--- src/rtl/muldiv_pkg.sv ---
// muldiv_pkg: shared op encodings, FSM states and iteration count for muldiv_unit.
package muldiv_pkg;
    localparam int ITERS = 32;

    typedef enum logic [2:0] {
        OP_MUL    = 3'b000,
        OP_MULH   = 3'b001,
        OP_MULHSU = 3'b010,
        OP_MULHU  = 3'b011,
        OP_DIV    = 3'b100,
        OP_DIVU   = 3'b101,
        OP_REM    = 3'b110,
        OP_REMU   = 3'b111
    } op_e;

    typedef enum logic [1:0] {
        S_IDLE,
        S_RUN,
        S_DONE
    } state_e;
endpackage

--- src/rtl/muldiv_step.sv ---
// muldiv_step: one shift-add multiply or restoring-divide iteration on {hi, lo} over a shared XLEN+1 bit adder.
module muldiv_step
    import muldiv_pkg::*;
#(
    parameter int XLEN = ITERS
) (
    input  logic            is_div,
    input  logic [XLEN-1:0] hi,
    input  logic [XLEN-1:0] lo,
    input  logic [XLEN-1:0] m,
    output logic [XLEN-1:0] hi_n,
    output logic [XLEN-1:0] lo_n
);
    logic [XLEN:0]   x, y;
    logic [XLEN+1:0] s;

    // Divide subtracts via inverted operand plus carry-in; carry-out set means no restore.
    always_comb begin
        x    = is_div ? {hi, lo[XLEN-1]} : {1'b0, hi};
        y    = is_div ? ~{1'b0, m} : (lo[0] ? {1'b0, m} : '0);
        s    = {1'b0, x} + {1'b0, y} + {{(XLEN+1){1'b0}}, is_div};
        hi_n = is_div ? (s[XLEN+1] ? s[XLEN-1:0] : x[XLEN-1:0]) : s[XLEN:1];
        lo_n = is_div ? {lo[XLEN-2:0], s[XLEN+1]} : {s[0], lo[XLEN-1:1]};
    end
endmodule

--- src/rtl/muldiv_unit.sv ---
// muldiv_unit: iterative RV32M multiply/divide unit (IDLE/RUN/DONE), magnitude datapath with final sign fix.
// Define MULDIV_DIV_EN to include the divide/remainder datapath; without it ops 1xx complete at once with 0.
module muldiv_unit
    import muldiv_pkg::*;
#(
    parameter int XLEN = ITERS
) (
    input  logic            clk,
    input  logic            rst,
    input  logic            start,
    input  logic [2:0]      op,
    input  logic [XLEN-1:0] a,
    input  logic [XLEN-1:0] b,
    input  logic [4:0]      rd_in,
    output logic            busy,
    output logic            done,
    output logic [XLEN-1:0] result,
    output logic [4:0]      rd_out
);
    localparam logic [5:0] LAST = 6'(XLEN);

    state_e          state_q, state_d;
    logic [2:0]      op_q, op_d;
    logic [4:0]      rd_q, rd_d;
    logic            neg_a_q, neg_a_d, neg_b_q, neg_b_d;
    logic [XLEN-1:0] m_q, m_d, hi_q, hi_d, lo_q, lo_d, res_q, res_d;
    logic [5:0]      cnt_q, cnt_d;
    logic            busy_q, busy_d, done_q, done_d;
    logic [XLEN-1:0] hi_n, lo_n, mul_res, div_res;
    logic [2*XLEN-1:0] prod;
    logic            a_sgn, b_sgn, is_div, skip;

    assign a_sgn   = op[2] ? ~op[0] : (op[1:0] != 2'b11);
    assign b_sgn   = op[2] ? ~op[0] : ~op[1];
    assign prod    = (neg_a_q ^ neg_b_q) ? -{hi_q, lo_q} : {hi_q, lo_q};
    assign mul_res = (op_q[1:0] == 2'b00) ? prod[XLEN-1:0] : prod[2*XLEN-1:XLEN];

`ifdef MULDIV_DIV_EN
    assign is_div  = op_q[2];
    assign skip    = 1'b0;
    // A zero divisor leaves the all-ones quotient unsigned; the remainder always follows the dividend.
    assign div_res = op_q[1] ? (neg_a_q ? -hi_q : hi_q)
                             : (((neg_a_q ^ neg_b_q) && (m_q != '0)) ? -lo_q : lo_q);
`else
    assign is_div  = 1'b0;
    assign skip    = op[2];
    assign div_res = '0;
`endif

    muldiv_step #(.XLEN(XLEN)) u_step (
        .is_div (is_div),
        .hi     (hi_q),
        .lo     (lo_q),
        .m      (m_q),
        .hi_n   (hi_n),
        .lo_n   (lo_n)
    );

    always_comb begin
        state_d = state_q;
        op_d    = op_q;
        rd_d    = rd_q;
        neg_a_d = neg_a_q;
        neg_b_d = neg_b_q;
        m_d     = m_q;
        hi_d    = hi_q;
        lo_d    = lo_q;
        res_d   = res_q;
        cnt_d   = cnt_q;
        busy_d  = 1'b0;
        done_d  = 1'b0;
        unique case (state_q)
            S_IDLE: if (start) begin
                op_d    = op;
                rd_d    = rd_in;
                neg_a_d = a_sgn & a[XLEN-1];
                neg_b_d = b_sgn & b[XLEN-1];
                hi_d    = '0;
                lo_d    = neg_a_d ? -a : a;
                m_d     = neg_b_d ? -b : b;
                cnt_d   = '0;
                state_d = skip ? S_DONE : S_RUN;
                res_d   = skip ? '0 : res_q;
                done_d  = skip;
                busy_d  = ~skip;
            end
            S_RUN: if (cnt_q == LAST) begin
                state_d = S_DONE;
                done_d  = 1'b1;
                res_d   = op_q[2] ? div_res : mul_res;
            end else begin
                hi_d   = hi_n;
                lo_d   = lo_n;
                cnt_d  = cnt_q + 6'd1;
                busy_d = 1'b1;
            end
            S_DONE: state_d = S_IDLE;
            default: state_d = S_IDLE;
        endcase
    end

    always_ff @(posedge clk or posedge rst) begin
        if (rst) begin
            state_q <= S_IDLE;
            op_q    <= '0;
            rd_q    <= '0;
            neg_a_q <= 1'b0;
            neg_b_q <= 1'b0;
            m_q     <= '0;
            hi_q    <= '0;
            lo_q    <= '0;
            res_q   <= '0;
            cnt_q   <= '0;
            busy_q  <= 1'b0;
            done_q  <= 1'b0;
        end else begin
            state_q <= state_d;
            op_q    <= op_d;
            rd_q    <= rd_d;
            neg_a_q <= neg_a_d;
            neg_b_q <= neg_b_d;
            m_q     <= m_d;
            hi_q    <= hi_d;
            lo_q    <= lo_d;
            res_q   <= res_d;
            cnt_q   <= cnt_d;
            busy_q  <= busy_d;
            done_q  <= done_d;
        end
    end

    assign busy   = busy_q;
    assign done   = done_q;
    assign result = res_q;
    assign rd_out = rd_q;
endmodule

--- config.mk ---
export PLATFORM = sky130hd
export DESIGN_NAME = muldiv_unit
export DESIGN_NICKNAME = d
export VERILOG_FILES = /design/src/rtl/muldiv_pkg.sv /design/src/rtl/muldiv_step.sv /design/src/rtl/muldiv_unit.sv
export SDC_FILE = /design/constraint.sdc
export NUM_CORES = 1
export LEC_CHECK = 0
export BUFFER_PORTS_ARGS = -buffer_cell sky130_fd_sc_hd__buf_2
export CAP_MARGIN = 20
export CORE_MARGIN = 2
export CORE_UTILIZATION = 62
export DETAILED_ROUTE_END_ITERATION = 7
export GPL_TIMING_DRIVEN = 0
export PLACE_DENSITY_LB_ADDON = 0.12
export SYNTH_ARGS = -nofsm -noshare
export SYNTH_HDL_FRONTEND = slang
export SYNTH_HIERARCHICAL = 1
export SYNTH_SLANG_ARGS = --single-unit
--- constraint.sdc ---
create_clock -name clk -period 5.73 [get_ports clk]
set_input_delay 0.2865 -clock clk [delete_from_list [all_inputs] [get_ports clk]]
set_output_delay 0.2865 -clock clk [all_outputs]
set_load 0.005 [all_outputs]
**Word level (Yosys, flattened, before mapping)**

Index checks and enable logic that the tools add are counted.

- Add/sub/neg operators: 5
- Equal/unequal tests: 7
- Bitwise logic cells: 6
- Reductions and logical operators: 7
- Mux-type cells: 31

Operators with widths:

| kind | number |
|---|---|
| $mux 32 | 12 |
| $pmux 32 s2 | 3 |
| $mux 64 | 1 |
| $neg 32->32 | 2 |
| $neg 64->64 | 1 |
| $add 32x33->33 | 1 |
| $mux 6 | 2 |
| $pmux 6 s2 | 1 |
| $ne 2x2->1 const B | 5 |
| $add 6x1->6 const B | 1 |
| $eq 6x6->1 const B | 1 |
| $mux 1 | 6 |
| $mux 2 | 3 |
| $logic_not 2->1 | 2 |
| $pmux 1 s2 | 2 |
| $pmux 2 s2 | 1 |
| $reduce_and 2->1 | 2 |
| $reduce_and 4->1 | 1 |
| $not 1->1 | 3 |
| $reduce_and 3->1 | 1 |
| $and 1x1->1 | 2 |
| $eq 2x1->1 const B | 1 |
| $reduce_bool 2->1 | 1 |
| $xor 1x1->1 | 1 |

- Input port bits: 75
- Logic and storage cells: 68
- Register bits after elaboration: 148
- Output and inout port bits: 39

**Logic depth before layout (Yosys ltp)**

Gate-level depths: netlist (run 1).

- Word-level depth: 6
- Gate-level depth with buffers: 18
- Mapped depth without buffers: 15

**Cells and area by module**

The synthesis (run 1) kept the hierarchy.

By module, submodules not included:

| module | cells an instance | area an instance (um^2) | seq. area each (um^2) | times used |
|---|---|---|---|---|
| muldiv_unit | 1097 | 9014.9 | 3703.6 | 1 |
| muldiv_step | 539 | 3687.3 | 0.0 | 1 |

**Worst setup path after synthesis (run 1)**

No wires, ideal clock.

- Kind: register -> register
- Start point: reg lo_q[0]
- End point: reg hi_q[25]
- Stages on the path, launching flop included: 17
- Path slack: 2.103 ns
- Arrival time: 3.510 ns
- Period minus slack after synthesis: 3.627 ns
- Setup time: 0.117 ns
- Required time: 5.613 ns
- Path buffers: 2
- Cell sequence: dfrtp_1 -> nor2b_1 -> clkbuf_1 -> clkbuf_1 -> mux2i_1 -> fa_1 -> fa_1 -> nand2b_1 -> a21oi_1 -> o21a_1 -> o41ai_2 -> o31ai_4 -> a41oi_2 -> xnor2_1 -> mux2i_1 -> nand3_1 -> nand2_1

- Cells in the longest elaborated chain, start to end: 4

RTL lines:

| item | line | text |
|---|---|---|
| start, declared | muldiv_unit.sv:26 | `logic [XLEN-1:0] m_q, m_d, hi_q, hi_d, lo_q, lo_d, res_q, res_d;` |
| start signal, assigned | muldiv_unit.sv:124 | `lo_q <= lo_d;` |
| $mux 32 | muldiv_step.sv:20 | `y = is_div ? ~{1'b0, m} : (lo[0] ? {1'b0, m} : '0);` |
| $add 32x33->33 | muldiv_step.sv:21 | `s = {1'b0, x} + {1'b0, y} + {{(XLEN+1){1'b0}}, is_div};` |
| named net hi_n[25] | muldiv_unit.sv:29 | `logic [XLEN-1:0] hi_n, lo_n, mul_res, div_res;` |
| $mux 32 | muldiv_unit.sv:87 | `S_RUN: if (cnt_q == LAST) begin` |
| $pmux 32 s2 | muldiv_unit.sv:72 | `unique case (state_q)` |
| end signal, assigned | muldiv_unit.sv:123 | `hi_q <= hi_d;` |
| end, declared | muldiv_unit.sv:26 |  |

The timed path passes the listed nets, and every way through them passes these cells. The select of a mux whose other input is x is not followed.
A chain may end at the register's enable or synchronous reset.

**Worst setup path after layout (run 1)**

- Start point: reg lo_q[0]
- End point: reg hi_q[27]

Same word-level chain as after synthesis.

==> impl_metrics.py, run 1 <==
metrics = {
    "power": {
        "p_leak_nw": 6.24,
        "peakVddDrop_mv": 0.331,
        "swShare_pct": 51.2,
        "p_int_mw": 3.82,
        "comb_power_share_pct": 58.8,
        "clockPowerShare_pct": 15.9,
        "p_switching_mw": 4.01,
        "powerDensity_nw_per_um2": 547,
        "pwr-share-seq_pct": 25.3,
    },
    "drt": {
        "finalWirelength_microns": 43900,
        "vias": 13700,
        "postRouteAntennaNets": 0,
        "wl_per_cell_microns": 21.3,
        "vias_per_cell": 6.68,
        "dr.pass1.iters": 7,
        "drt_iter0_drc": 1749,
        "remaining_drc_errors": 0,
    },
    "place": {
        "numPortBuffers": 113,
        "dp_cells": 2025,
        "dp_slack_ps": 1010,
        "place_congestion": 1.01,
        "post-dp-hpwl_microns": 33600,
    },
    "global_route": {
        "grt_pass1_vias": 12800,
        "grt_pass1_wl_microns": 69100,
        "gr-total-overflow": 0,
        "grt_usage_pct": 40.5,
        "grt_max_degree": 80,
        "antenna_found_initial": 0,
    },
    "setup_path": {
        "critPathMaxFanout": 10,
        "start_kind": "flip-flop",
        "path_class": "flip-flop to flip-flop",
        "arrival_ps": 5270,
        "rr_worst_depth": 16,
        "cp-end-kind": "flip-flop",
        "cp.required_ps": 6050,
        "r2r_setup_slack_ps": 780,
    },
    "synthesis": {
        "async_flop_share_pct": 100,
        "netlist_instances": 1636,
        "synth_compound_area_share_pct": 23.0,
        "ys_warn_count": 6,
        "synthSimpleGateAreaFrac_pct": 24.5,
        "synth-seq-area-share_pct": 29.2,
        "ys_ff_latch": 148,
        "synthDistinctLibCells": 88,
        "syn_area_sq_um": 12700,
        "synthMuxAreaShare_pct": 6.48,
        "syn_avg_cell_area_sq_um": 7.76,
        "synth_top_family_by_area": "simple AND/OR/NAND/NOR gates",
        "ys.flop_type": "dfrtp_1",
        "synth-edff-count": 0,
        "synthXorXnorAreaFrac_pct": 8.76,
        "synthAdderAreaFrac_pct": 3.86,
    },
    "cts": {
        "clock-sinks": 148,
        "postCtsSetupBuffers": 0,
        "cts_hold_buf": 0,
        "cts_max_level": 4,
        "ctsResizeCount": 0,
        "clk_latency_ps": 430,
        "cts_made_buffers": 17,
        "path_clk_slew_ps": 70,
        "clk_path_buf_depth": 2,
        "cts_tree": "yes",
        "root_buffer": "clkbuf_16",
    },
    "sta": {
        "whs_ps": -22.3,
        "setup_ws_ps": 779,
        "fin_skew_ps": 12.6,
        "finalSetupViolCount": 0,
        "max_freq_ghz": 0.202,
        "tightest_slew_ps": 1040,
        "finalCriticalPeriod_ps": 4950,
        "drv_slew": 0,
        "rsz0062_at_grt": "no",
        "max-slew-margin-rel_pct": 29.5,
        "final_hold_viol_count": 22,
        "fin_crit_sh_pct": 86.4,
    },
    "worst_hold_path": {
        "hold_path_class": "input port to asynchronous set/reset pin",
    },
    "run_status": {
        "status": "finished, violations left",
        "violations": "negative hold slack",
    },
    "die": {
        "dieArea_sq_um": 21600,
        "die_y_microns": 147,
        "io_pins": 114,
        "die_x_microns": 147,
        "core.rowCount": 52,
        "fp.coreArea_sq_um": 20200,
        "start_util_pct": 63.0,
    },
    "final_layout": {
        "final_cells": 2058,
        "seq_area_sq_um": 3700,
        "final_cell_mix": "nand2_1, o21ai_0, dfrtp_1",
        "drive_above_1_share_pct": 14.0,
        "layout_commonest_cell": "nand2_1",
        "multiInputGateArea_sq_um": 8480,
        "syn_to_final_growth_pct": 12.6,
        "num_antenna_cells": 0,
        "fin_nets": 1888,
        "fill_cells": 1652,
    },
    "job": {
        "cap_violations": 0,
    },
}
## cell usage after synthesis (all sizes together) (10+ instances only)
| library cell | instances | area share, % |
|---|---|---|
| mux2i | 17 | 1.3 |
| and3 | 15 | 0.75 |
| a21o | 14 | 0.83 |
| a211oi | 11 | 0.65 |
| nand3 | 74 | 2.9 |
| a31oi | 41 | 2.3 |
| o21ai | 159 | 6.3 |
| or4 | 24 | 1.5 |
| o211ai | 20 | 1.3 |
| ha | 36 | 3.5 |
| nor4 | 30 | 1.5 |
| a21oi | 89 | 3.5 |
| mux2 | 58 | 5.1 |
| nand2b | 15 | 0.74 |
| o31ai | 22 | 1.4 |
| nor3 | 40 | 1.6 |
| a22oi | 16 | 0.95 |
| clkbuf | 80 | 2.4 |
| o21a | 10 | 0.59 |
| buf | 20 | 0.97 |
| xor2 | 64 | 4.4 |
| nor2 | 126 | 3.7 |
| dfrtp | 148 | 29 |
| inv | 29 | 0.86 |
| or3 | 16 | 0.79 |
| nand4 | 14 | 0.69 |
| nand2 | 265 | 7.8 |
| xnor2 | 63 | 4.3 |
## routing by layer
metal	vias to the layer above	global-route usage [%]	routed length [microns]
met1	6529	56.7	18400
li1	6226	-	-
met4	0	14.1	1710
met5	-	0	0
met3	146	9.81	4970
met2	846	61.4	18800
## cells by family (layout without fill, tap and decap cells)
family | after synthesis | after routing
AO/OA/AOI/OAI | 456 | 456
XOR/XNOR | 127 | 127
adder cells (fa/ha/maj) | 38 | 38
buffers and inverters | 129 | 277
flip-flops | 148 | 148
multiplexers | 75 | 75
other | 1 | 5
AND/OR/NAND/NOR | 662 | 662
## power groups by stage
stage | combinational, mW | sequential, mW | clock, mW
after CTS | 4.41 | 1.96 | 1.24
after global placement | 4.29 | 1.95 | 0
final | 4.60 | 1.98 | 1.24
after global routing | 4.98 | 2.02 | 1.29
after floorplan | 3.24 | 1.77 | 0
after detailed placement | 4.38 | 1.97 | 0
## through the flow
| step | setup TNS [ps] | area (sq um) | util (%) | total power [mW] | hold WS (ps) |
|---|---|---|---|---|---|
| after floorplan | 0 | 12700 | - | 5.01 | 392 |
| after global placement | -27730 | 13600 | 67.5 | 6.24 | 459 |
| after detailed placement | 0 | 13700 | 67.7 | 6.35 | 457 |
| after CTS | 0 | 14300 | 70.9 | 7.61 | 17.4 |
| after global routing | 0 | 14300 | 70.9 | 8.29 | 45.7 |
| final | 0 | 14300 | 70.9 | 7.83 | -22.3 |
## critical path: stages (launching register included)
cell and delay [ps]:
dfrtp_1 560, nor2b_1 200, clkbuf_1 310, clkbuf_1 490
mux2i_1 240, fa_1 500, fa_1 450, nand2b_1 190
a21oi_1 200, o21a_1 220, o41ai_2 140, o31ai_4 530
a31oi_4 190, xnor2_1 360, o211ai_2 120, nand3_1 80
nand2_1 60
## sequential cells by signal (all words and copies together) (netlist names)
signal   count
state_q      2
neg_b_q      1
done         1
lo_q        32
result      32
op_q         3
m_q         32
neg_a_q      1
hi_q        32
cnt_q        6
rd_out       5
busy         1
## path summary, 6_finish.rpt
kind	from	end
worst min register to register	rd_out[1]	rd_out[1]
worst max register to register	lo_q[0]	hi_q[27]
max in group asynchronous	rst	hi_q[16]
min in group clk	rd_in[2]	rd_out[2]
worst min-delay path	rst	cnt_q[2]
worst max-delay path	lo_q[0]	hi_q[27]
## layout make-up
type,count,area share (%)
inverters,29,0.796
repair buffers,116,4.25
clock inverters,12,1.36
well taps,270,2.36
clock buffers,20,3.12
flip-flops and latches,148,25.9
multi-input cells,1363,59.3
plain buffers,100,2.97
Power figures use the tool's default switching activity.
==> run 2: changes to the inputs <==
- BUFFER_PORTS_ARGS: -buffer_cell sky130_fd_sc_hd__buf_2 -> unset
- CORE_UTILIZATION: 62 -> 65
- DONT_BUFFER_PORTS: unset -> 1
==> impl_metrics.py, run 2 (synthesis results as in run 1) <==
metrics = {
    "power": {
        "p_leak_nw": 5.74,
        "powerDensity_nw_per_um2": 551,
        "peakVddDrop_mv": 0.377,
    },
    "die": {
        "core.rowCount": 51,
        "start_util_pct": 65.7,
        "io_pins": 114,
        "dieArea_sq_um": 20700,
        "fp.coreArea_sq_um": 19300,
        "die_x_microns": 144,
        "die_y_microns": 144,
    },
    "setup_path": {
        "cp-end-kind": "flip-flop",
        "rr_worst_depth": 16,
        "critPathMaxFanout": 10,
        "cp.required_ps": 6050,
        "max_stage_delay_ps": 550,
        "cp_top_family": "compound AO/OA/AOI/OAI gates",
        "start_kind": "flip-flop",
        "arrival_ps": 5150,
        "path_class": "flip-flop to flip-flop",
        "crit_chain": "nor2b_1 > clkbuf_1 > clkbuf_1 > mux2i_1 > fa_1 > fa_1 > nand2b_1 > a21oi_1 > o21a_1 > o41ai_2 > o31ai_4 > a41oi_2 > xnor2_1 > mux2i_1 > nand3_1 > nand2_1",
        "cp_slowest_cell": "dfrtp_1",
        "cp.depth": 16,
        "crit_buf_inv": 2,
    },
    "cts": {
        "path_clk_slew_ps": 60,
        "clk_latency_ps": 440,
        "cts_max_level": 4,
        "cts_tree": "yes",
        "clk_path_buf_depth": 2,
        "root_buffer": "clkbuf_16",
        "clock-sinks": 148,
        "ctsResizeCount": 0,
        "cts_made_buffers": 17,
        "cts_hold_buf": 10,
        "postCtsSetupBuffers": 0,
    },
    "place": {
        "place_congestion": 0.978,
        "post-dp-hpwl_microns": 32600,
        "dp_cells": 1907,
        "dp_slack_ps": 1070,
        "numPortBuffers": 0,
    },
    "final_layout": {
        "fin_nets": 1785,
        "multiInputGateArea_sq_um": 8480,
        "seq_area_sq_um": 3700,
        "fill_cells": 1626,
        "layout_commonest_cell": "nand2_1",
        "syn_to_final_growth_pct": 8.21,
        "final_cell_mix": "nand2_1, o21ai_0, dfrtp_1",
        "drive_above_1_share_pct": 8.25,
        "final_cells": 1950,
        "num_antenna_cells": 0,
    },
    "drt": {
        "dr.pass1.iters": 6,
        "remaining_drc_errors": 0,
        "wl_per_cell_microns": 22.2,
        "vias_per_cell": 6.80,
        "vias": 13300,
        "postRouteAntennaNets": 0,
        "drt_iter0_drc": 1925,
        "finalWirelength_microns": 43400,
    },
    "sta": {
        "tightest_slew_ps": 1030,
        "finalSetupViolCount": 0,
        "max-slew-margin-rel_pct": 30.5,
        "max_freq_ghz": 0.207,
        "final_hold_viol_count": 0,
        "finalCriticalPeriod_ps": 4840,
        "drv_slew": 0,
        "rsz0062_at_grt": "no",
        "fin_crit_sh_pct": 84.4,
        "setup_ws_ps": 894,
        "fin_skew_ps": 13.6,
    },
    "worst_hold_path": {
        "hold_path_class": "input port to flip-flop",
        "holdPathStages": 2,
    },
    "run_status": {
        "status": "finished clean",
    },
    "job": {
        "cap_violations": 0,
    },
    "global_route": {
        "grt_pass1_vias": 12200,
        "grt_pass1_wl_microns": 66700,
        "antenna_found_initial": 0,
        "gr-total-overflow": 0,
        "grt_max_degree": 81,
        "grt_usage_pct": 42.0,
    },
}
==> run 2: worst register-to-register path: stages, from the launching register on <==
cell and delay (ps):
dfrtp_1 550, nor2b_1 320, clkbuf_1 240, clkbuf_1 430, mux2i_1 230, fa_1 480
fa_1 420, nand2b_1 190, a21oi_1 230, o21a_1 210, o41ai_2 130, o31ai_4 500
a41oi_2 190, xnor2_1 330, mux2i_1 140, nand3_1 90, nand2_1 60
==> run 2: stage by stage <==
stage                     util, %  total power [mW]  hold slack, ps  setup TNS, ps  area (sq um)
after detailed placement     67.7              6.26             289              0         13100
after floorplan                 -              5.01             392              0         12700
after CTS                    71.1              7.36            1.83              0         13700
after global placement       67.5              6.17             395         -11260         13000
final                        71.1              7.58            5.26              0         13700
after global routing         71.1              8.03            18.6              0         13700
==> run 2: final cells by class <==
class | count | area share, %
buffer | 100 | 3.10
timing repair buffer | 13 | 1.04
inverter | 29 | 0.828
multi-input combinational | 1363 | 61.7
clock inverter | 15 | 0.892
sequential | 148 | 26.9
tap | 265 | 2.41
clock buffer | 17 | 3.10
==> run 2: per-layer routing <==
layer  vias to the layer above  global-route usage, %  share of wire [%]
li1                       6018                      -                  -
met3                       122                   11.5                 12
met2                       826                   64.6                 44
met1                      6298                   57.6                 41
met4                         0                   13.3                3.3
met5                         -                      0                  0
==> run 2: where the power goes <==
| group | leakage (nW) | total (mW) | internal, mW | switching [mW] |
|---|---|---|---|---|
| Combinational | 3.57 | 4.50 | 1.63 | 2.87 |
| Clock | 0.269 | 1.07 | 0.567 | 0.507 |
| Sequential | 1.90 | 2.00 | 1.40 | 0.593 |
==> run 2: final timing paths <==
check	from	slack, ps	to
max	lo_q[0]	890	hi_q[25]
min	a[0]	5	lo_q[0]
max reg2reg	lo_q[0]	890	hi_q[25]
min reg2reg	op_q[0]	510	op_q[0]
max in group asynchronous	rst	4450	hi_q[9]
min in group asynchronous	rst	430	cnt_q[4]
